$ cat src/rtl/cfgsp_access_arbiter_if.sv
// Request/grant and config-space bus bundle for cfgsp_access_arbiter.
// slave is the arbiter's view; master is the requester/config-space side.
interface cfgsp_access_arbiter_if #(
  parameter int DATA_WD = 32,
  parameter int ADDR_WD = 16,
  parameter int NUM_REQ = 4,
  parameter int ID_WD   = 2
);
  logic [NUM_REQ-1:0]         REQ;
  logic [NUM_REQ*ADDR_WD-1:0] REQ_ADDR;
  logic [NUM_REQ*DATA_WD-1:0] REQ_DATA;
  logic [NUM_REQ*4-1:0]       REQ_STRB;
  logic [NUM_REQ-1:0]         GRANT;
  logic [NUM_REQ-1:0]         ACK;
  logic [DATA_WD-1:0]         RDATA;
  logic                       ERR;
  logic                       CS_REQ;
  logic [ADDR_WD-1:0]         CS_ADDR;
  logic [DATA_WD-1:0]         CS_DATA;
  logic [3:0]                 CS_STRB;
  logic                       CS_ACK;
  logic [DATA_WD-1:0]         CS_RDATA;
  logic                       BUSY;
  logic [ID_WD-1:0]           OWNER;

  modport slave (
    input  REQ, REQ_ADDR, REQ_DATA, REQ_STRB, CS_ACK, CS_RDATA,
    output GRANT, ACK, RDATA, ERR, CS_REQ, CS_ADDR, CS_DATA, CS_STRB, BUSY, OWNER
  );

  modport master (
    output REQ, REQ_ADDR, REQ_DATA, REQ_STRB, CS_ACK, CS_RDATA,
    input  GRANT, ACK, RDATA, ERR, CS_REQ, CS_ADDR, CS_DATA, CS_STRB, BUSY, OWNER
  );
endinterface

$ cat src/rtl/cfgsp_access_arbiter.sv
// Round-robin owner of the single config-space port; one transaction per grant, ACK one cycle after CS_ACK.
// Define CFGSP_ARB_TIMEOUT_EN to complete an unacknowledged access after TIMEOUT_CYC cycles with ERR=1.
module cfgsp_access_arbiter #(
  parameter int DATA_WD     = 32,
  parameter int ADDR_WD     = 16,
  parameter int NUM_REQ     = 4,
  parameter int ID_WD       = 2,
  parameter int TIMEOUT_CYC = 255
) (
  input  logic                  S_CLK,
  input  logic                  PRESETn,
  cfgsp_access_arbiter_if.slave bus
);

  if (NUM_REQ < 2 || NUM_REQ > 8 || ID_WD != $clog2(NUM_REQ) || TIMEOUT_CYC < 1) begin : g_param_check
    $error("cfgsp_access_arbiter: illegal parameter set");
  end

  typedef enum logic [1:0] {S_IDLE, S_ACCESS, S_DONE} state_e;

  state_e               state_q, state_d;
  logic [NUM_REQ-1:0]   grant_q, grant_d;
  logic [NUM_REQ-1:0]   ack_q, ack_d;
  logic [DATA_WD-1:0]   rdata_q, rdata_d;
  logic                 cs_req_q, cs_req_d;
  logic [ADDR_WD-1:0]   cs_addr_q, cs_addr_d;
  logic [DATA_WD-1:0]   cs_data_q, cs_data_d;
  logic [3:0]           cs_strb_q, cs_strb_d;
  logic [ID_WD-1:0]     owner_q, owner_d;
  logic [ID_WD-1:0]     last_q, last_d;
  logic [ID_WD:0]       pick;
  logic [ID_WD-1:0]     win;

`ifdef CFGSP_ARB_TIMEOUT_EN
  localparam int CNT_WD = $clog2(TIMEOUT_CYC + 1);
  logic [CNT_WD-1:0]    cnt_q, cnt_d;
  logic                 err_q, err_d;
`endif

  // Scan last+1, last+2, ... downwards so the nearest set bit is the one left standing.
  function automatic logic [ID_WD:0] rr_pick(input logic [NUM_REQ-1:0] req,
                                             input logic [ID_WD-1:0]   last);
    logic [ID_WD:0] res;
    int             idx;
    res = '0;
    for (int k = NUM_REQ; k >= 1; k--) begin
      idx = (int'(last) + k) % NUM_REQ;
      if (req[idx]) res = {1'b1, ID_WD'(idx)};
    end
    return res;
  endfunction

  assign pick = rr_pick(bus.REQ, last_q);
  assign win  = pick[ID_WD-1:0];

  always_comb begin
    state_d   = state_q;
    grant_d   = '0;
    ack_d     = '0;
    rdata_d   = rdata_q;
    cs_req_d  = cs_req_q;
    cs_addr_d = cs_addr_q;
    cs_data_d = cs_data_q;
    cs_strb_d = cs_strb_q;
    owner_d   = owner_q;
    last_d    = last_q;
`ifdef CFGSP_ARB_TIMEOUT_EN
    cnt_d     = cnt_q;
    err_d     = err_q;
`endif
    unique case (state_q)
      S_IDLE: begin
        if (pick[ID_WD]) begin
          grant_d[win] = 1'b1;
          owner_d      = win;
          last_d       = win;
          cs_req_d     = 1'b1;
          cs_addr_d    = bus.REQ_ADDR[win*ADDR_WD +: ADDR_WD];
          cs_data_d    = bus.REQ_DATA[win*DATA_WD +: DATA_WD];
          cs_strb_d    = bus.REQ_STRB[win*4 +: 4];
`ifdef CFGSP_ARB_TIMEOUT_EN
          cnt_d        = '0;
`endif
          state_d      = S_ACCESS;
        end
      end
      S_ACCESS: begin
        // REQ is deliberately not looked at here, the owner's bit may still be high.
        if (bus.CS_ACK) begin
          cs_req_d       = 1'b0;
          ack_d[owner_q] = 1'b1;
          if (cs_strb_q == 4'b0000) rdata_d = bus.CS_RDATA;
`ifdef CFGSP_ARB_TIMEOUT_EN
          err_d          = 1'b0;
`endif
          state_d        = S_DONE;
        end
`ifdef CFGSP_ARB_TIMEOUT_EN
        else if (cnt_q == CNT_WD'(TIMEOUT_CYC - 1)) begin
          cs_req_d       = 1'b0;
          ack_d[owner_q] = 1'b1;
          err_d          = 1'b1;
          rdata_d        = '0;
          state_d        = S_DONE;
        end else begin
          cnt_d = cnt_q + 1'b1;
        end
`endif
      end
      S_DONE: begin
        cs_addr_d = '0;
        cs_data_d = '0;
        cs_strb_d = '0;
        state_d   = S_IDLE;
      end
      default: state_d = S_IDLE;
    endcase
  end

  always_ff @(posedge S_CLK or negedge PRESETn) begin
    if (!PRESETn) begin
      state_q   <= S_IDLE;
      grant_q   <= '0;
      ack_q     <= '0;
      rdata_q   <= '0;
      cs_req_q  <= 1'b0;
      cs_addr_q <= '0;
      cs_data_q <= '0;
      cs_strb_q <= '0;
      owner_q   <= '0;
      last_q    <= ID_WD'(NUM_REQ - 1);
`ifdef CFGSP_ARB_TIMEOUT_EN
      cnt_q     <= '0;
      err_q     <= 1'b0;
`endif
    end else begin
      state_q   <= state_d;
      grant_q   <= grant_d;
      ack_q     <= ack_d;
      rdata_q   <= rdata_d;
      cs_req_q  <= cs_req_d;
      cs_addr_q <= cs_addr_d;
      cs_data_q <= cs_data_d;
      cs_strb_q <= cs_strb_d;
      owner_q   <= owner_d;
      last_q    <= last_d;
`ifdef CFGSP_ARB_TIMEOUT_EN
      cnt_q     <= cnt_d;
      err_q     <= err_d;
`endif
    end
  end

  assign bus.GRANT   = grant_q;
  assign bus.ACK     = ack_q;
  assign bus.RDATA   = rdata_q;
  assign bus.CS_REQ  = cs_req_q;
  assign bus.CS_ADDR = cs_addr_q;
  assign bus.CS_DATA = cs_data_q;
  assign bus.CS_STRB = cs_strb_q;
  assign bus.OWNER   = owner_q;
  assign bus.BUSY    = (state_q != S_IDLE);
`ifdef CFGSP_ARB_TIMEOUT_EN
  assign bus.ERR     = err_q;
`else
  assign bus.ERR     = 1'b0;
`endif

endmodule

$ cat src/flat_wrapper.sv
// flat-port wrapper written by rule: the top's interface ports become plain ports
module cfgsp_access_arbiter_flat 
#(
  parameter int DATA_WD     = 32,
  parameter int ADDR_WD     = 16,
  parameter int NUM_REQ     = 4,
  parameter int ID_WD       = 2,
  parameter int TIMEOUT_CYC = 255
)
  (S_CLK, PRESETn, bus_REQ, bus_REQ_ADDR, bus_REQ_DATA, bus_REQ_STRB, bus_CS_ACK, bus_CS_RDATA, bus_GRANT, bus_ACK, bus_RDATA, bus_ERR, bus_CS_REQ, bus_CS_ADDR, bus_CS_DATA, bus_CS_STRB, bus_BUSY, bus_OWNER);
  cfgsp_access_arbiter_if #(.DATA_WD(DATA_WD), .ADDR_WD(ADDR_WD), .NUM_REQ(NUM_REQ), .ID_WD(ID_WD)) bus_i ();
  input  logic S_CLK;
  input  logic PRESETn;
  input wire logic [$bits(bus_i.REQ)-1:0] bus_REQ;
  input wire logic [$bits(bus_i.REQ_ADDR)-1:0] bus_REQ_ADDR;
  input wire logic [$bits(bus_i.REQ_DATA)-1:0] bus_REQ_DATA;
  input wire logic [$bits(bus_i.REQ_STRB)-1:0] bus_REQ_STRB;
  input wire logic [$bits(bus_i.CS_ACK)-1:0] bus_CS_ACK;
  input wire logic [$bits(bus_i.CS_RDATA)-1:0] bus_CS_RDATA;
  output wire logic [$bits(bus_i.GRANT)-1:0] bus_GRANT;
  output wire logic [$bits(bus_i.ACK)-1:0] bus_ACK;
  output wire logic [$bits(bus_i.RDATA)-1:0] bus_RDATA;
  output wire logic [$bits(bus_i.ERR)-1:0] bus_ERR;
  output wire logic [$bits(bus_i.CS_REQ)-1:0] bus_CS_REQ;
  output wire logic [$bits(bus_i.CS_ADDR)-1:0] bus_CS_ADDR;
  output wire logic [$bits(bus_i.CS_DATA)-1:0] bus_CS_DATA;
  output wire logic [$bits(bus_i.CS_STRB)-1:0] bus_CS_STRB;
  output wire logic [$bits(bus_i.BUSY)-1:0] bus_BUSY;
  output wire logic [$bits(bus_i.OWNER)-1:0] bus_OWNER;
  assign bus_i.REQ = bus_REQ;
  assign bus_i.REQ_ADDR = bus_REQ_ADDR;
  assign bus_i.REQ_DATA = bus_REQ_DATA;
  assign bus_i.REQ_STRB = bus_REQ_STRB;
  assign bus_i.CS_ACK = bus_CS_ACK;
  assign bus_i.CS_RDATA = bus_CS_RDATA;
  assign bus_GRANT = bus_i.GRANT;
  assign bus_ACK = bus_i.ACK;
  assign bus_RDATA = bus_i.RDATA;
  assign bus_ERR = bus_i.ERR;
  assign bus_CS_REQ = bus_i.CS_REQ;
  assign bus_CS_ADDR = bus_i.CS_ADDR;
  assign bus_CS_DATA = bus_i.CS_DATA;
  assign bus_CS_STRB = bus_i.CS_STRB;
  assign bus_BUSY = bus_i.BUSY;
  assign bus_OWNER = bus_i.OWNER;
  cfgsp_access_arbiter #(.DATA_WD(DATA_WD), .ADDR_WD(ADDR_WD), .NUM_REQ(NUM_REQ), .ID_WD(ID_WD), .TIMEOUT_CYC(TIMEOUT_CYC)) u_core (.S_CLK(S_CLK), .PRESETn(PRESETn), .bus(bus_i));
endmodule
$ cat config.mk
export PLATFORM = sky130hd
export DESIGN_NAME = cfgsp_access_arbiter_flat
export DESIGN_NICKNAME = d
export VERILOG_FILES = /design/src/rtl/cfgsp_access_arbiter_if.sv /design/src/rtl/cfgsp_access_arbiter.sv /design/src/flat_wrapper.sv
export SDC_FILE = /design/constraint.sdc
export NUM_CORES = 1
export LEC_CHECK = 0
export ABC_AREA = 1
export CAP_MARGIN = 20
export CORE_AREA = 4 4 131 133
export CTS_CLUSTER_DIAMETER = 30
export DETAILED_ROUTE_END_ITERATION = 8
export DIE_AREA = 0 0 135 137
export HOLD_SLACK_MARGIN = 0.12
export PLACE_DENSITY = 0.77
export SYNTH_ARGS = -nofsm -noshare
export SYNTH_HDL_FRONTEND = slang
export SYNTH_SLANG_ARGS = --single-unit
export TNS_END_PERCENT = 20
$ cat constraint.sdc
create_clock -name S_CLK -period 2.2 [get_ports S_CLK]
set_clock_uncertainty 0.05 [all_clocks]
set_input_delay 0.33 -clock S_CLK [delete_from_list [all_inputs] [get_ports S_CLK]]
set_output_delay 0.33 -clock S_CLK [all_outputs]
set_load 0.03 [all_outputs]
## After elaboration in Yosys (flattened, before gate mapping)

Index checks and enable logic that the tools add are counted.

| operators by class | value |
|---|---|
| equality and inequality tests | 4 |
| add/sub/neg operators | 4 |
| shifts and indexed selects | 3 |
| bitwise logic cells | 4 |
| order comparisons | 8 |
| muxes and demuxes | 36 |
| reduce and logical (&&, ||, !) cells | 16 |

Operators by type and width:

| cell | number |
|---|---|
| $shiftx 128x8->32 | 1 |
| $pmux 32 s2 | 1 |
| $shiftx 64x7->16 | 1 |
| $mux 32 | 1 |
| $pmux 16 s2 | 1 |
| $mux 4 | 5 |
| $lt 3x4->1 const B | 4 |
| $mux 16 | 1 |
| $shiftx 16x5->4 | 1 |
| $mux 1 | 12 |
| $mux 3 | 4 |
| $bmux 1 s2 | 4 |
| $pmux 4 s2 | 1 |
| $reduce_or 2->1 | 4 |
| $lt 2x3->1 const B | 2 |
| $reduce_and 2->1 | 3 |
| $reduce_and 3->1 | 2 |
| $reduce_bool 2->1 | 3 |
| $add 2x1->2 const B | 2 |
| $add 2x2->2 const B | 2 |
| $and 1x1->1 const A | 4 |
| $demux 1 s2 | 2 |
| $ge 2x1->1 const B | 2 |
| $logic_not 4->1 | 1 |
| other kinds (9) | 11 |

| word-level totals | value |
|---|---|
| flip-flop bits (word level) | 99 |
| word-level logic and storage cells | 85 |
| output and inout port bits | 97 |
| bits of input ports | 247 |

## Depth between registers and ports, before layout

| depth | value |
|---|---|
| depth after elaboration | 16 |
| gate-level depth with buffers | 15 |
| gate-level depth less buffers | 13 |

## Worst setup path before layout

OpenSTA, ideal clock, no wires.

| path | value |
|---|---|
| path kind | flip-flop to flip-flop |
| start point | register u_core.last_q[0] |
| end point | register u_core.cs_addr_q[10] (netlist: u_core.bus.CS_ADDR[10]) |
| arrival | 1.761 ns |
| required time | 2.032 ns |
| buffers on the path | 3 |
| period minus slack after synthesis | 1.929 ns |
| path slack | 0.271 ns |
| stages on the path, launching flop included | 13 |
| setup time | 0.118 ns |
| path through | dfstp_2 > buf_4 > nand2_1 > o21ai_2 > nor2_1 > nor2_1 > nand3_4 > buf_4 > buf_2 > nand3_1 > nand3_1 > nand3_1 > nand2_1 |

| between the ends | value |
|---|---|
| longest elaborated chain between the ends | 11 |
| elaborated cells on any way between the ends | 25 |
| classes of those cells | add/sub (4); eq/ne (1); shift (1); mux (18); reduce/logical (1) |

Ends and longest elaborated chain:

| what | line | RTL |
|---|---|---|
| start, declared | cfgsp_access_arbiter.sv:30 | `logic [ID_WD-1:0] last_q, last_d;` |
| start signal, assigned | cfgsp_access_arbiter.sv:131 | `last_q <= ID_WD'(NUM_REQ - 1);` |
| start signal, assigned | cfgsp_access_arbiter.sv:146 | `last_q <= last_d;` |
| $add 2x1->2 | cfgsp_access_arbiter.sv:47 | `idx = (int'(last) + k) % NUM_REQ;` |
| $bmux 1 s2 | cfgsp_access_arbiter.sv:48 | `if (req[idx]) res = {1'b1, ID_WD'(idx)};` |
| $mux 1 (not written as such) (2 in series) | cfgsp_access_arbiter.sv:48 |  |
| $mux 3 (3 in series) | cfgsp_access_arbiter.sv:48 |  |
| $mux 3 (*) | cfgsp_access_arbiter.sv:48 |  |
| $shiftx 64x7->16 | cfgsp_access_arbiter.sv:78 | `cs_addr_d = bus.REQ_ADDR[win*ADDR_WD +: ADDR_WD];` |
| $mux 16 | cfgsp_access_arbiter.sv:73 | `if (pick[ID_WD]) begin` |
| $pmux 16 s2 | cfgsp_access_arbiter.sv:71 | `unique case (state_q)` |
| end signal, assigned | cfgsp_access_arbiter.sv:142 | `cs_addr_q <= cs_addr_d;` |
| end, declared | cfgsp_access_arbiter.sv:26 | `logic [ADDR_WD-1:0] cs_addr_q, cs_addr_d;` |

Mark *: on every way between the ends. The rest lies on a longest branch, timed or not. The select of a mux whose other input is x is not followed.
A chain may end at the register's enable or synchronous reset.

## Worst setup path in the final report

| path | value |
|---|---|
| start point | register u_core.last_q[0] |
| end point | register u_core.cs_addr_q[2] (netlist: u_core.bus.CS_ADDR[2]) |

The elaborated chain is that of the path after synthesis.

==> flow_summary.html <==
<table>
<tr><th>Metric</th><th>Value</th></tr>
<tr><th colspan="2">Clock tree</th></tr>
<tr><td>Clock transition at path regs</td><td>70 ps</td></tr>
<tr><td>H-tree Lvls</td><td>3</td></tr>
<tr><td>Number of sinks handled by clock tree synthesis</td><td>99</td></tr>
<tr><td>Inserted Clock Buffers</td><td>9</td></tr>
<tr><td>Clk buf depth</td><td>2</td></tr>
<tr><td>TritonCTS clock tree</td><td>done</td></tr>
<tr><td>Master cell of the clock root buffer</td><td>clkbuf_16</td></tr>
<tr><td>Source-to-sink clock delay at the later pin of the worst-skew pair</td><td>approximately 350 ps</td></tr>
<tr><th colspan="2">Logic synthesis</th></tr>
<tr><td>Share of the synthesized area in compound gates (AO/OA/AOI/OAI)</td><td>0.844%</td></tr>
<tr><td>Combinational family with the most area after synthesis</td><td>simple AND/OR/NAND/NOR gates</td></tr>
<tr><td>Cell area after technology mapping</td><td>5630 um2</td></tr>
<tr><td>Biggest area contributors in the synthesized netlist</td><td>dfrtp_1 43%, nand3_1 23%, nand2_1 16%</td></tr>
<tr><td>YS warnings</td><td>0</td></tr>
<tr><td>Mux cell area share after synthesis</td><td>roughly 6.4%</td></tr>
<tr><td>Share of Yosys cell area claimed by the top area cell type</td><td>43.1%</td></tr>
<tr><td>Sequential fraction of the synthesis area</td><td>44.0%</td></tr>
<tr><td>Xor-xnor portion of the synthesized cell area</td><td>0%</td></tr>
<tr><td>Synth unique cells</td><td>24</td></tr>
<tr><td>Mapped Cells</td><td>745</td></tr>
<tr><td>Synth area leader</td><td>dfrtp_1</td></tr>
<tr><td>Avg Synthesized Cell Area</td><td>7.56 um2</td></tr>
<tr><td>Adder-cell share of the synthesized area</td><td>0%</td></tr>
<tr><td>Number of storage elements in the synthesis netlist</td><td>99</td></tr>
<tr><td>Number of nets produced by synthesis</td><td>just under 1000</td></tr>
<tr><td>Simple-Gate Fraction of Synth Area</td><td>41.8%</td></tr>
<tr><th colspan="2">Floorplanning</th></tr>
<tr><td>Total core area</td><td>15800 um2</td></tr>
<tr><td>Floorplan die area</td><td>18500 um2</td></tr>
<tr><td>Standard-cell row count</td><td>46</td></tr>
<tr><td>Initial core utilization</td><td>35.6%</td></tr>
<tr><td>Die Span Y</td><td>137 um</td></tr>
<tr><td>Die outline width</td><td>135 um</td></tr>
<tr><td>I/O pins</td><td>roughly 340</td></tr>
<tr><th colspan="2">Pwr</th></tr>
<tr><td>Power per Cell Area</td><td>1770 nW/um2</td></tr>
<tr><td>Static Leakage</td><td>4.47 nW</td></tr>
<tr><td>Clock Power Share</td><td>10.1%</td></tr>
<tr><td>P_int</td><td>0.00886 W</td></tr>
<tr><td>Net switching component of the power</td><td>0.00868 W</td></tr>
<tr><td>Worst IR drop on VDD</td><td>0.834 mV</td></tr>
<tr><td>Sequential Power Share</td><td>18.5%</td></tr>
<tr><td>Combinational share of power</td><td>71.4%</td></tr>
<tr><td>Switching power as a share of total power</td><td>49.5%</td></tr>
<tr><th colspan="2">Timing</th></tr>
<tr><td>Fmax achieved</td><td>468 MHz</td></tr>
<tr><td>Number of max-slew violations in the final report</td><td>0</td></tr>
<tr><td>Hold violation count in the final report</td><td>0</td></tr>
<tr><td>Unrepaired setup endpoints after global routing</td><td>yes</td></tr>
<tr><td>Headroom to the max-slew limit</td><td>57.8%</td></tr>
<tr><td>Setup-failing EPs final</td><td>0</td></tr>
<tr><td>Total Negative Setup Slacks</td><td>0 ps</td></tr>
<tr><td>Worst Tran Pin Value</td><td>633 ps</td></tr>
<tr><td>Period minus WS final</td><td>2140 ps</td></tr>
<tr><td>Tcrit/Tclk final</td><td>roughly 97%</td></tr>
<tr><th colspan="2">Run status</th></tr>
<tr><td>Result of the run</td><td>finished clean</td></tr>
<tr><th colspan="2">Detailed routing</th></tr>
<tr><td>Vias</td><td>6586</td></tr>
<tr><td>Routed len/inst</td><td>17.5 um</td></tr>
<tr><td>Post-DR vias/cell</td><td>5.05</td></tr>
<tr><td>Final routed DRC violation total</td><td>0</td></tr>
<tr><td>First-pass iteration count of the detailed router</td><td>5</td></tr>
<tr><td>Number of DRC violations after detailed-routing iteration 0</td><td>439</td></tr>
<tr><td>Wirelength, routed</td><td>22.8 mm</td></tr>
<tr><td>DRT antenna net count</td><td>0</td></tr>
<tr><th colspan="2">Placed design</th></tr>
<tr><td>Number of buffers added on ports</td><td>342</td></tr>
<tr><td>Post-DP HPWL</td><td>roughly 18 mm</td></tr>
<tr><td>Gp weighted congestion</td><td>0.882</td></tr>
<tr><td>Placed Cells incl. Taps</td><td>1286</td></tr>
<tr><th colspan="2">Critical path</th></tr>
<tr><td>Largest stage delay, worst path</td><td>570 ps</td></tr>
<tr><td>CP required</td><td>2390 ps</td></tr>
<tr><td>Critical path launch point type</td><td>flop</td></tr>
<tr><td>Type of the worst setup path</td><td>flop to flop</td></tr>
<tr><td>Critical Path Slowest Stage Cell</td><td>dfstp_2</td></tr>
<tr><td>Crit path max fanout</td><td>22</td></tr>
<tr><td>Worst setup EP type</td><td>flop</td></tr>
<tr><td>Depth of the worst register-to-register path</td><td>14</td></tr>
<tr><td>Arrival time of data at the critical path endpoint</td><td>about 2300 ps</td></tr>
<tr><td>List of cells traversed by the critical path</td><td>buf_12 &gt; nand2_1 &gt; o21ai_2 &gt; nand2_1 &gt; nand2_1 &gt; nand2_2 &gt; nand2_2 &gt; nand2_4 &gt; buf_4 &gt; buf_12 &gt; nand3_1 &gt; nand3_1 &gt; nand3_2 &gt; nand2_1</td></tr>
<tr><td>Most common cell on crit path</td><td>nand2_1</td></tr>
<tr><td>Setup slack, reg-to-reg</td><td>60 ps</td></tr>
<tr><th colspan="2">Run</th></tr>
<tr><td>Number of maximum-capacitance violations</td><td>0</td></tr>
<tr><th colspan="2">Layout</th></tr>
<tr><td>Filler instances</td><td>1352</td></tr>
<tr><td>Fraction of layout cells with a size suffix above 1</td><td>7.54%</td></tr>
<tr><td>Total number of nets in the final design</td><td>1329</td></tr>
<tr><td>Area of the multi-input gates</td><td>2810 um2</td></tr>
<tr><td>Non-filler cells in the finished layout</td><td>1303</td></tr>
<tr><td>Register area</td><td>2480 um2</td></tr>
<tr><td>Antenna Diode Count</td><td>0</td></tr>
<tr><td>Synthesis-to-finish area growth</td><td>76.0%</td></tr>
<tr><th colspan="2">Global route</th></tr>
<tr><td>Vias in the first global route</td><td>6504</td></tr>
<tr><td>Overall Global Routing Usage</td><td>a little under a quarter</td></tr>
<tr><td>Maximum number of pins on one net before global-route repair</td><td>60</td></tr>
<tr><td>Global route total overflow</td><td>0</td></tr>
<tr><td>Initial antenna violation count</td><td>1</td></tr>
<tr><td>Global-route wire length before repair</td><td>34.2 mm</td></tr>
<tr><th colspan="2">Worst hold path</th></tr>
<tr><td>Worst hold path stage count</td><td>2</td></tr>
<tr><td>Worst min-delay path category</td><td>flop to flop</td></tr>
</table>
final cells by class:
| class | count | area share, % |
|---|---|---|
| clock inverters | 6 | 0.972 |
| repair buffers | 385 | 39.8 |
| multi-input cells | 569 | 28.4 |
| inverters | 18 | 0.681 |
| clock buffers | 10 | 2.41 |
| well taps | 216 | 2.73 |
| flip-flops and latches | 99 | 25.0 |
worst max-delay path: cells and delay by family, from the launching register on:
| family | cells | cell delay [ps] |
|---|---|---|
| flip-flops | 1 | 570 |
| buffers and inverters | 3 | 450 |
| AO/OA/AOI/OAI | 1 | 90 |
| AND/OR/NAND/NOR | 10 | 830 |
layer usage:
layer | up-vias | global-route usage (%) | wire, um
met4 | 2 | 8.12 | 588
li1 | 3162 | - | -
met1 | 3065 | 27.1 | 8670
met5 | - | 0 | 13
met3 | 39 | 6.40 | 2080
met2 | 318 | 42.7 | 11500
cells in the mapped netlist (all sizes together):
master  number
inv         18
nand2      245
clkbuf      16
nand3      265
conb         1
mux2        32
nor2        12
nor3         5
nor4         1
buf         43
dfstp        2
o21ai        8
dfrtp       97
logic make-up after synthesis:
logic type | count (synthesis)
AOI/OAI and AO/OA | 8
buffers and inverters | 77
DFF | 99
muxes | 32
other | 1
and+or+nand+nor | 528
registers in the layout, indices dropped and copies added, names as in the netlist, 4 cells and up:
name	cells
u_core.bus.CS_STRB	4
u_core.bus.GRANT	4
u_core.bus.RDATA	32
u_core.bus.CS_ADDR	16
u_core.bus.CS_DATA	32
u_core.bus.ACK	4
power by group through the flow:
| stage | clock network [W] | logic, W | registers (W) |
|---|---|---|---|
| CTS | 0.00181 | 0.0124 | 0.00325 |
| global route | 0.00189 | 0.0137 | 0.00335 |
| finish | 0.00177 | 0.0125 | 0.00325 |
| detailed placement | 0 | 0.0123 | 0.00327 |
| floorplan | 0 | 0.00609 | 0.00481 |
| global placement | 0 | 0.0122 | 0.00323 |
worst paths after layout:
kind	to	startpoint
worst min register to register	u_core.bus.CS_ADDR[8]	u_core.bus.CS_ADDR[8]
worst max register to register	u_core.bus.CS_ADDR[2]	u_core.last_q[0]
worst max-delay path	u_core.bus.CS_ADDR[2]	u_core.last_q[0]
max in group asynchronous	u_core.bus.RDATA[30]	PRESETn
worst min-delay path	u_core.bus.CS_ADDR[8]	u_core.bus.CS_ADDR[8]
min in group asynchronous	u_core.bus.RDATA[26]	PRESETn
layout by cell type, fill, tap and decap left out, types with 9 or more instances in the layout:
cell type and n:
buf_4 24, nand2_1 239, dfrtp_1 97, nand3_1 262
nor2_1 9, buf_12 15, mux2_1 30, inv_1 14
clkdlybuf4s50_1 341, clkbuf_16 9
per-stage QoR:
step                area [um2]  worst slack (ps)  hold slack (ps)  util, %  power [W]
floorplan                 5630               271            -15.6        -     0.0109
detailed placement        9500              -245              337     60.0     0.0156
global route              9910             -18.1              447     62.6     0.0189
CTS                       9860              50.7              434     62.3     0.0174
finish                    9910              64.2              434     62.6     0.0175
global placement          9500              -197              329     60.0     0.0154
what timing repair did:
item | in CTS | in global routing
buffers inserted | 0 | 0
hold buffers | 1 | 0
resized for setup | 2 | 16
endpoints found under the setup margin | 30 | 53
pin swaps | 0 | 1
hold endpoints to repair | 43 | 0
No activity file was read; power rests on OpenSTA's default activity.
